`src/rtl/uart_rx_keys_if.sv`:
```
// Serial receive link between the RX pin side and the navigation/menu FSM:
// raw rx line in, received byte, key code and status strobes out.
interface uart_rx_keys_if;
  logic       rx;
  logic [7:0] dout_byte;
  logic       dout_rdy;
  logic       frame_err;
  logic [2:0] kcode;
  logic       key_tick;
  logic       rx_busy;

  modport master (
    output rx,
    input  dout_byte, dout_rdy, frame_err, kcode, key_tick, rx_busy
  );

  modport slave (
    input  rx,
    output dout_byte, dout_rdy, frame_err, kcode, key_tick, rx_busy
  );
endinterface

```
`src/rtl/uart_rx_keys.sv`:
```
// 8N1 UART receiver that also turns bytes 0x01-0x05 into front-panel key codes
// so a remote host can emulate button presses.
module uart_rx_keys #(
  parameter int crystal = 22118400,
  parameter int baud    = 9600
) (
  input  logic           clk,
  input  logic           reset,
  uart_rx_keys_if.slave  bus
);

  localparam int DIV  = crystal / baud;
  localparam int HALF = DIV / 2;
  localparam int CW   = (DIV > 1) ? $clog2(DIV) : 1;
  localparam logic [CW-1:0] CNT_LAST = CW'(DIV - 1);
  localparam logic [CW-1:0] CNT_HALF = CW'(HALF - 1);

  if (DIV < 4) begin : g_divCheck
    $error("uart_rx_keys: crystal/baud must be at least 4");
  end

  typedef enum logic [2:0] {
    S_IDLE,
    S_START,
    S_DATA,
    S_STOP,
    S_WAIT_HI
  } state_t;

  state_t        r_state;
  state_t        w_next;
  logic [1:0]    r_sync;
  logic          w_rxS;
  logic [CW-1:0] r_cnt;
  logic [2:0]    r_bidx;
  logic [7:0]    r_shift;
  logic          w_sample;
  logic          w_good;
  logic          w_bad;
  logic          w_isKey;

  logic [7:0]    r_doutByte;
  logic          r_doutRdy;
  logic          r_frameErr;
  logic [2:0]    r_kcode;
  logic          r_keyTick;
  logic          r_busy;

  always_ff @(posedge clk) begin
    if (!reset) begin
      r_sync <= 2'b11;
    end else begin
      r_sync <= {r_sync[0], bus.rx};
    end
  end

  assign w_rxS = r_sync[1];

  always_ff @(posedge clk) begin
    if (!reset) begin
      r_state <= S_IDLE;
    end else begin
      r_state <= w_next;
    end
  end

  always_comb begin
    w_next   = r_state;
    w_sample = 1'b0;
    w_good   = 1'b0;
    w_bad    = 1'b0;
    case (r_state)
      S_IDLE: begin
        if (!w_rxS) w_next = S_START;
      end
      S_START: begin
        if (r_cnt == CNT_HALF) w_next = w_rxS ? S_IDLE : S_DATA;
      end
      S_DATA: begin
        if (r_cnt == CNT_LAST) begin
          w_sample = 1'b1;
          if (r_bidx == 3'd7) w_next = S_STOP;
        end
      end
      S_STOP: begin
        if (r_cnt == CNT_LAST) begin
          if (w_rxS) begin
            w_good = 1'b1;
            w_next = S_IDLE;
          end else begin
            w_bad  = 1'b1;
            w_next = S_WAIT_HI;
          end
        end
      end
      S_WAIT_HI: begin
        if (w_rxS) w_next = S_IDLE;
      end
      default: w_next = S_IDLE;
    endcase
  end

  assign w_isKey = (r_shift[7:3] == 5'd0) && (r_shift[2:0] >= 3'd1) && (r_shift[2:0] <= 3'd5);

  // The counter restarts on every state change and at each full bit time,
  // so every data sample lands DIV clocks after the previous one.
  always_ff @(posedge clk) begin
    if (!reset) begin
      r_cnt      <= '0;
      r_bidx     <= 3'd0;
      r_shift    <= 8'h00;
      r_doutByte <= 8'h00;
      r_doutRdy  <= 1'b0;
      r_frameErr <= 1'b0;
      r_kcode    <= 3'd0;
      r_keyTick  <= 1'b0;
      r_busy     <= 1'b0;
    end else begin
      if ((w_next != r_state) || (r_state == S_IDLE) || (r_state == S_WAIT_HI)) begin
        r_cnt <= '0;
      end else if (r_cnt == CNT_LAST) begin
        r_cnt <= '0;
      end else begin
        r_cnt <= r_cnt + CW'(1);
      end

      if ((r_state == S_START) && (w_next == S_DATA)) begin
        r_bidx <= 3'd0;
      end else if (w_sample) begin
        r_bidx <= r_bidx + 3'd1;
      end

      if (w_sample) r_shift <= {w_rxS, r_shift[7:1]};

      r_doutRdy  <= w_good;
      r_frameErr <= w_bad;
      r_keyTick  <= w_good && w_isKey;
      if (w_good) r_doutByte <= r_shift;
      if (w_good && w_isKey) r_kcode <= r_shift[2:0];
      r_busy <= (w_next != S_IDLE);
    end
  end

  assign bus.dout_byte = r_doutByte;
  assign bus.dout_rdy  = r_doutRdy;
  assign bus.frame_err = r_frameErr;
  assign bus.kcode     = r_kcode;
  assign bus.key_tick  = r_keyTick;
  assign bus.rx_busy   = r_busy;

endmodule

```
`src/flat_wrapper.sv`:
```
// flat-port wrapper written by rule: the top's interface ports become plain ports
module uart_rx_keys_flat 
#(
  parameter int crystal = 22118400,
  parameter int baud    = 9600
)
  (clk, reset, bus_rx, bus_dout_byte, bus_dout_rdy, bus_frame_err, bus_kcode, bus_key_tick, bus_rx_busy);
  uart_rx_keys_if bus_i ();
  input  logic clk;
  input  logic reset;
  input wire logic [$bits(bus_i.rx)-1:0] bus_rx;
  output wire logic [$bits(bus_i.dout_byte)-1:0] bus_dout_byte;
  output wire logic [$bits(bus_i.dout_rdy)-1:0] bus_dout_rdy;
  output wire logic [$bits(bus_i.frame_err)-1:0] bus_frame_err;
  output wire logic [$bits(bus_i.kcode)-1:0] bus_kcode;
  output wire logic [$bits(bus_i.key_tick)-1:0] bus_key_tick;
  output wire logic [$bits(bus_i.rx_busy)-1:0] bus_rx_busy;
  assign bus_i.rx = bus_rx;
  assign bus_dout_byte = bus_i.dout_byte;
  assign bus_dout_rdy = bus_i.dout_rdy;
  assign bus_frame_err = bus_i.frame_err;
  assign bus_kcode = bus_i.kcode;
  assign bus_key_tick = bus_i.key_tick;
  assign bus_rx_busy = bus_i.rx_busy;
  uart_rx_keys #(.crystal(crystal), .baud(baud)) u_core (.clk(clk), .reset(reset), .bus(bus_i));
endmodule
```
`config.mk`:
```
export PLATFORM = sky130hd
export DESIGN_NAME = uart_rx_keys_flat
export DESIGN_NICKNAME = d
export VERILOG_FILES = /design/src/rtl/uart_rx_keys_if.sv /design/src/rtl/uart_rx_keys.sv /design/src/flat_wrapper.sv
export SDC_FILE = /design/constraint.sdc
export NUM_CORES = 1
export LEC_CHECK = 0
export ABC_AREA = 1
export CAP_MARGIN = 5
export CORE_MARGIN = 10
export CORE_UTILIZATION = 55
export DETAILED_ROUTE_END_ITERATION = 10
export DONT_BUFFER_PORTS = 1
export PLACE_DENSITY = 0.7
export SLEW_MARGIN = 0
export SYNTH_ARGS = -nofsm -noshare
export SYNTH_HDL_FRONTEND = slang
export SYNTH_SLANG_ARGS = --single-unit
```
`constraint.sdc`:
```
create_clock -name clk -period 1.6 [get_ports clk]
set_clock_uncertainty 0.05 [all_clocks]
set_input_delay 0.16 -clock clk [delete_from_list [all_inputs] [get_ports clk]]
set_output_delay 0.16 -clock clk [all_outputs]
set_load 0.005 [all_outputs]
```
After elaboration in Yosys (flattened, before gate mapping)
Index checks and enable logic that the tools add are counted.

Flip-flop bits (word level): 43. Input bits: 3. Output and inout port bits: 15.

$add $sub $neg: 2. Order comparisons: 2. Equality and inequality tests: 9. Mux-type cells: 15. Bitwise logic cells: 1. Reduce and logical (&&, ||, !) cells: 12.

Operator list (count): 3-bit 2-to-1 mux (7); 3-bit case mux with 5 select lines (1); 12-bit by 1-bit adder with 12-bit output, second input constant (1); 12-bit by 11-bit == test with 1-bit output, second input constant (1); 12-bit == test, second input constant (1); 3-bit by 2-bit == test with 1-bit output, second input constant (3); 3-bit == test, second input constant (2); 1-bit 2-to-1 mux (6); 5-bit zero test (1); 1-bit logical AND (4); 3-bit by 1-bit adder with 3-bit output, second input constant (1); 3-bit by 1-bit == test with 1-bit output, second input constant (1); 3-bit by 1-bit greater-or-equal comparator with 1-bit output, second input constant (1); 3-bit less-or-equal comparator, second input constant (1); 3-bit zero test (1); 3-bit inequality test (1); 3-bit AND reduction (1); 3-bit nonzero test (1); 3-bit OR reduction (1); 1-bit logical OR (2); 2-bit 2-to-1 mux (1); 2-bit OR reduction (1); 1-bit inverter (1).

Depth between registers and ports, before layout
Depth after elaboration: 8. Depth in mapped cells: 11.

Worst setup path before layout
Ideal clock, no wire load.

Kind: reg-to-reg. Start: reg u_core.r_cnt[0]. End: reg u_core.r_kcode[0], in the netlist u_core.bus.kcode[0]. Setup time: 113 ps. Arrival time: 1380 ps. Required time: 1437 ps. Path slack: 56 ps. Stages on the path, launching flop included: 11. Clock period less this slack: 1544 ps. Path through: dfxtp_1 -> ha_1 -> nand2_1 -> nor2_2 -> nand2_4 -> nor2_8 -> nand3_4 -> clkinv_2 -> nand2_2 -> nor2_1 -> nor2_1.

Word-level cells in the longest chain between the ends: 4.

RTL lines: start: declaration (line uart_rx_keys.sv:34) `logic [CW-1:0] r_cnt;`; start signal: assignment (line uart_rx_keys.sv:124) `r_cnt <= r_cnt + CW'(1);`; 12-bit == test (line uart_rx_keys.sv:86) `if (r_cnt == CNT_LAST) begin`; 1-bit 2-to-1 mux (line uart_rx_keys.sv:86); 1-bit 2-to-1 mux (line uart_rx_keys.sv:72) `case (r_state)`; 1-bit logical AND (line uart_rx_keys.sv:139) `if (w_good && w_isKey) r_kcode <= r_shift[2:0];`; end signal: assignment (line uart_rx_keys.sv:139); end: declaration (line uart_rx_keys.sv:45) `logic [2:0] r_kcode;`.

Every way passes these cells. A chain may end at the register's enable or synchronous reset.

Worst setup path in the final report
Start: reg u_core.r_cnt[0]. End: reg u_core.r_cnt[6].

Word-level cells in the longest chain between the ends: 7. Elaborated cells on any way between the ends: 11. Those cells by class: add/sub: 1; eq/ne: 3; mux: 4; reduce/logical: 3.

RTL lines: 12-bit == test / 12-bit by 11-bit == test with 1-bit output (equally long branches); 3-bit 2-to-1 mux, on equally long branches (line uart_rx_keys.sv:86, uart_rx_keys.sv:80, uart_rx_keys.sv:77); 3-bit case mux with 5 select lines (line uart_rx_keys.sv:72); 3-bit inequality test (line uart_rx_keys.sv:119) `if ((w_next != r_state) || (r_state == S_IDLE) || (r_state == S_WAIT_HI)) begin`; 1-bit logical OR (2 in series) (line uart_rx_keys.sv:119); 3-bit OR reduction (no line).

Parallel ways exist; a longest one is shown, timed or not.

==> impl_summary.log <==
INFO  metric run_status = finished with violations
INFO  metric violations = negative setup slack
INFO  metric met1_usage = 17.3%
INFO  metric chipHeight = 77.6 µm
INFO  metric maxSlewHeadroom = 61.4%
INFO  metric leakage = 0.969 nW
INFO  metric clock_tree.root_cell = clkbuf_4
INFO  metric max_slew.worst_pin.slew = 0.578 ns
INFO  metric ys_types = 27
INFO  metric timing.final.crit_share = 100%
INFO  metric grt_pass1_wl = 6040 µm
INFO  metric count_of_final_hold_check_violations = 0
INFO  metric layout-drive-gt1-share = between 20% and 30%
INFO  metric final.setup.worst_slack = -0.00535 ns
INFO  metric final-max-slew-violation-count = 0
INFO  metric area.sequential = 868 µm²
INFO  metric floorplan.initialDensity = 58.4%
INFO  metric detailedPlacementHpwl = 2510 µm
INFO  metric instances_no_fill = 309
INFO  metric setup_repair_after_global_routing_missed_its_margin = yes
INFO  metric cp-end-kind = register
INFO  metric post-route-drc-count = 0
INFO  metric design_area = approximately 0.0023 mm²
INFO  metric holdCritPathClass = input pin to register
INFO  metric synthDominantAreaCellType = dfxtp_1
INFO  metric layout.nets = 270
INFO  metric rr_worst_depth = 9
INFO  metric cp_cell_sequence = ha_4, nand2_4, nor2_4, nand2_4, nor2_8, o211ai_1, nand3_2, clkbuf_16, nor2_1
INFO  metric fp-row-count = 20
INFO  metric mappedNetlistNets = 243
INFO  metric critPathKind = register to register
INFO  metric max_clock_freq = approximately 620 MHz
INFO  metric r2r_setup_slk = -0.005 ns
INFO  metric worst_setup_hold_path_clk_slew = 0.13 ns
INFO  metric antenna_violations_before_repair = 0
INFO  metric multiInputGateArea = 956 µm²
INFO  metric syn_area = 0.00183 mm²
INFO  metric die_area = 0.00603 mm²
INFO  metric num_vias = 1517
INFO  metric p_total = 1.84 mW
INFO  metric min_delay_path_depth = 3
INFO  metric synth_sequential_area_ratio = 47.1%
INFO  metric fp.dieW = 77.6 µm
INFO  metric detail_route.first_pass.iterations = 4
INFO  metric syn2layout_area_growth = 24.9%
INFO  metric power_density = just over 800 mW/mm²
INFO  metric worst-path-max-fanout = 6
INFO  metric holdPathEnd = u_core.r_bidx[1]
INFO  metric yosysWarningCount = 0
INFO  metric max_cap_viol_count = 0
INFO  metric io_pins = 18
INFO  metric worst_path_most_repeated_cell = nand2_4
INFO  metric via_per_inst = 4.91
INFO  metric tritoncts = built
INFO  metric globalplace.congestion = 0.821
INFO  metric place_inst = 291
INFO  metric max_h_tree_level = 2
INFO  metric ys_ff_latch = 43
INFO  metric detail-route-antenna-nets = 0
INFO  metric setup-tns-final = -0.0168 ns
INFO  metric largest_net_degree_at_the_start_of_global_routing = 21
INFO  metric io_buffers = 0
INFO  metric grt_most_used_layer = met1
INFO  metric grt_use_met2 = 15.0%
INFO  metric layout_min_cycle_time = 1.61 ns
INFO  metric clock_sink_count = 43
INFO  metric holdWs = 0.0248 ns
INFO  metric core_area = 0.00313 mm²
INFO  metric cp.depth = 9
INFO  metric drt_first_iter_violations = between 100 and 150
INFO  metric worst_vdd_drop = 0.000592 V
INFO  metric netlist_instances = 237
INFO  metric cpLargestDelayFamily = simple AND/OR/NAND/NOR gates
INFO  metric final.fill_count = ~250
INFO  metric synth.area.top_cells = dfxtp_1 (47%), nor2_1 (11%), nand2_1 (7.4%)
INFO  metric post-place-ws = -0.00261 ns
INFO  metric critPathMaxStageDelay = 0.37 ns
INFO  metric hold_path_startpoint = reset
INFO  metric critPathLaunchType = register
INFO  metric cpMaxStageDelayCell = dfxtp_2
INFO  metric clk_path_buf_depth = 2
INFO  metric cp.required = 1.82 ns
INFO  metric grt_ovf = 0
INFO  metric gr-usage-all-layers = 11.9%
INFO  metric number_of_cts_inserted_buffers = 5
INFO  metric wire_per_inst = 12.6 µm
INFO  metric critical_path.n_buffers_inverters = 1
INFO  metric drt_wl_total = 3900 µm
INFO  metric regToRegStartpoint = u_core.r_cnt[0]
INFO  metric rr_endpoint = u_core.r_cnt[6]
INFO  metric antenna-diode-count = 0
INFO  metric worstSkewPairLatency = 0.36 ns
INFO  metric worst_ep_arrival_time = 1.83 ns
INFO  metric setup_viol_count_final = 6
INFO  metric grt_util_met3 = between 5 and 6%
INFO  metric synth_top_area_share = a little under half
INFO  metric via_count_of_the_first_global_routing_pass = between 1000 and 1500
INFO  metric syn_avg_cell_area = approximately 7.7 µm²
INFO  metric placed_cell_area = 0.00197 mm²
INFO  metric layout.core_utilization = 72.9%
-- worst register-to-register path: cells and delay by family, from the launching register on --
family | cells | cell delay (ns)
AO/OA/AOI/OAI | 1 | 0.13
flip-flops | 1 | 0.37
adder cells (fa/ha/maj) | 1 | 0.16
buffers and inverters | 1 | 0.17
AND/OR/NAND/NOR | 6 | 0.64
-- power by group --
part / switching (mW) / internal (mW)
logic: 0.0345 / 0.0293
clock network: 0.366 / 0.329
registers: 0.00444 / 1.08
-- flip-flops by register name (all words and copies together) (netlist names) --
signal / cells
u_core.r_cnt: 12
u_core.bus.dout_byte: 8
u_core.r_shift: 8
u_core.bus.kcode: 3
u_core.r_bidx: 3
u_core.r_state: 3
u_core.r_sync: 2
u_core.bus.dout_rdy: 1
u_core.bus.frame_err: 1
u_core.bus.key_tick: 1
u_core.bus.rx_busy: 1
-- routing by layer --
metal / wire, µm / vias to the layer above / share of wire, %
li1: - / 811 / -
met3: 263 / 6 / 6.7
met2: 1620 / 32 / 42
met4: 47 / 0 / 1.2
met1: 1970 / 668 / 50
met5: 0 / - / 0
-- cell families after synthesis --
kind of cell	Yosys count	share of synthesized area [%]
AOI/OAI and AO/OA	28	7.81
xor gates and xnor gates	10	4.79
adders and majority gates	3	2.06
buffers and inverters	30	6.85
DFF	43	47.1
and+or+nand+nor	123	31.4
-- cells in the final DEF, fill, tap and decap left out, types with 2 or more instances in the layout --
master	n
nand3_2	4
o21ai_0	17
nor2_2	14
or2_2	2
xor2_1	6
buf_6	2
dlygate4sd3_1	4
buf_4	15
nor3_1	5
dfxtp_2	6
xnor2_1	4
nor2_4	6
dfxtp_1	37
nand4_1	4
ha_1	2
clkbuf_4	5
a21oi_1	7
nand2_4	3
nand3_1	9
nand2_1	31
nand2_2	5
a21oi_2	2
nor2_1	39
inv_1	24
-- Yosys cell counts --
| master | instances |
|---|---|
| nand3_2 | 1 |
| nor3_1 | 5 |
| dfxtp_1 | 43 |
| inv_1 | 24 |
| nand2_2 | 2 |
| o211ai_1 | 1 |
| nor2_1 | 54 |
| nor2_4 | 3 |
| xor2_1 | 6 |
| nor2_2 | 2 |
| o21ai_0 | 17 |
| xnor2_1 | 4 |
| nand4_1 | 4 |
| buf_4 | 1 |
| nor2_8 | 1 |
| nand3_1 | 11 |
| nand3_4 | 1 |
| buf_1 | 2 |
| buf_6 | 1 |
| a21oi_1 | 9 |
| nand2_4 | 1 |
| clkinv_2 | 1 |
| inv_2 | 1 |
| ha_1 | 3 |
| nand2_1 | 36 |
| o21ai_1 | 1 |
| or2_2 | 2 |
-- worst max path at each step --
| stage | end | from | slack, ns |
|---|---|---|---|
| 2_1_floorplan | u_core.bus.kcode[0] | u_core.r_cnt[0] | 0.06 |
| 3_3_place_gp | u_core.r_cnt[2] | u_core.r_cnt[0] | 0.01 |
| 3_5_place_dp | u_core.r_cnt[3] | u_core.r_cnt[0] | -0.003 |
| 4_1_cts | u_core.r_shift[1] | u_core.r_cnt[0] | 0.005 |
| 5_1_grt | u_core.bus.dout_byte[2] | u_core.r_cnt[0] | -0.09 |
| 6_report | u_core.r_cnt[6] | u_core.r_cnt[0] | -0.005 |
-- final cells by class --
type / count / share of cell area (%)
multi-input combinational: 165 / 41.9
sequential: 43 / 38.1
timing repair buffer: 23 / 9.65
inverter: 26 / 4.39
tap: 44 / 2.41
clock inverter: 3 / 1.92
clock buffer: 5 / 1.65
-- what timing repair did --
item / in CTS / in global routing
hold buffers: 4 / 0
gates resized for setup: 1 / 39
gates cloned: 0 / 2
setup buffers: 0 / 4
pin swaps: 0 / 19
setup endpoints to repair: 19 / 38
endpoints found under the hold margin: 23 / 0
No activity file was read; power rests on OpenSTA's default activity.
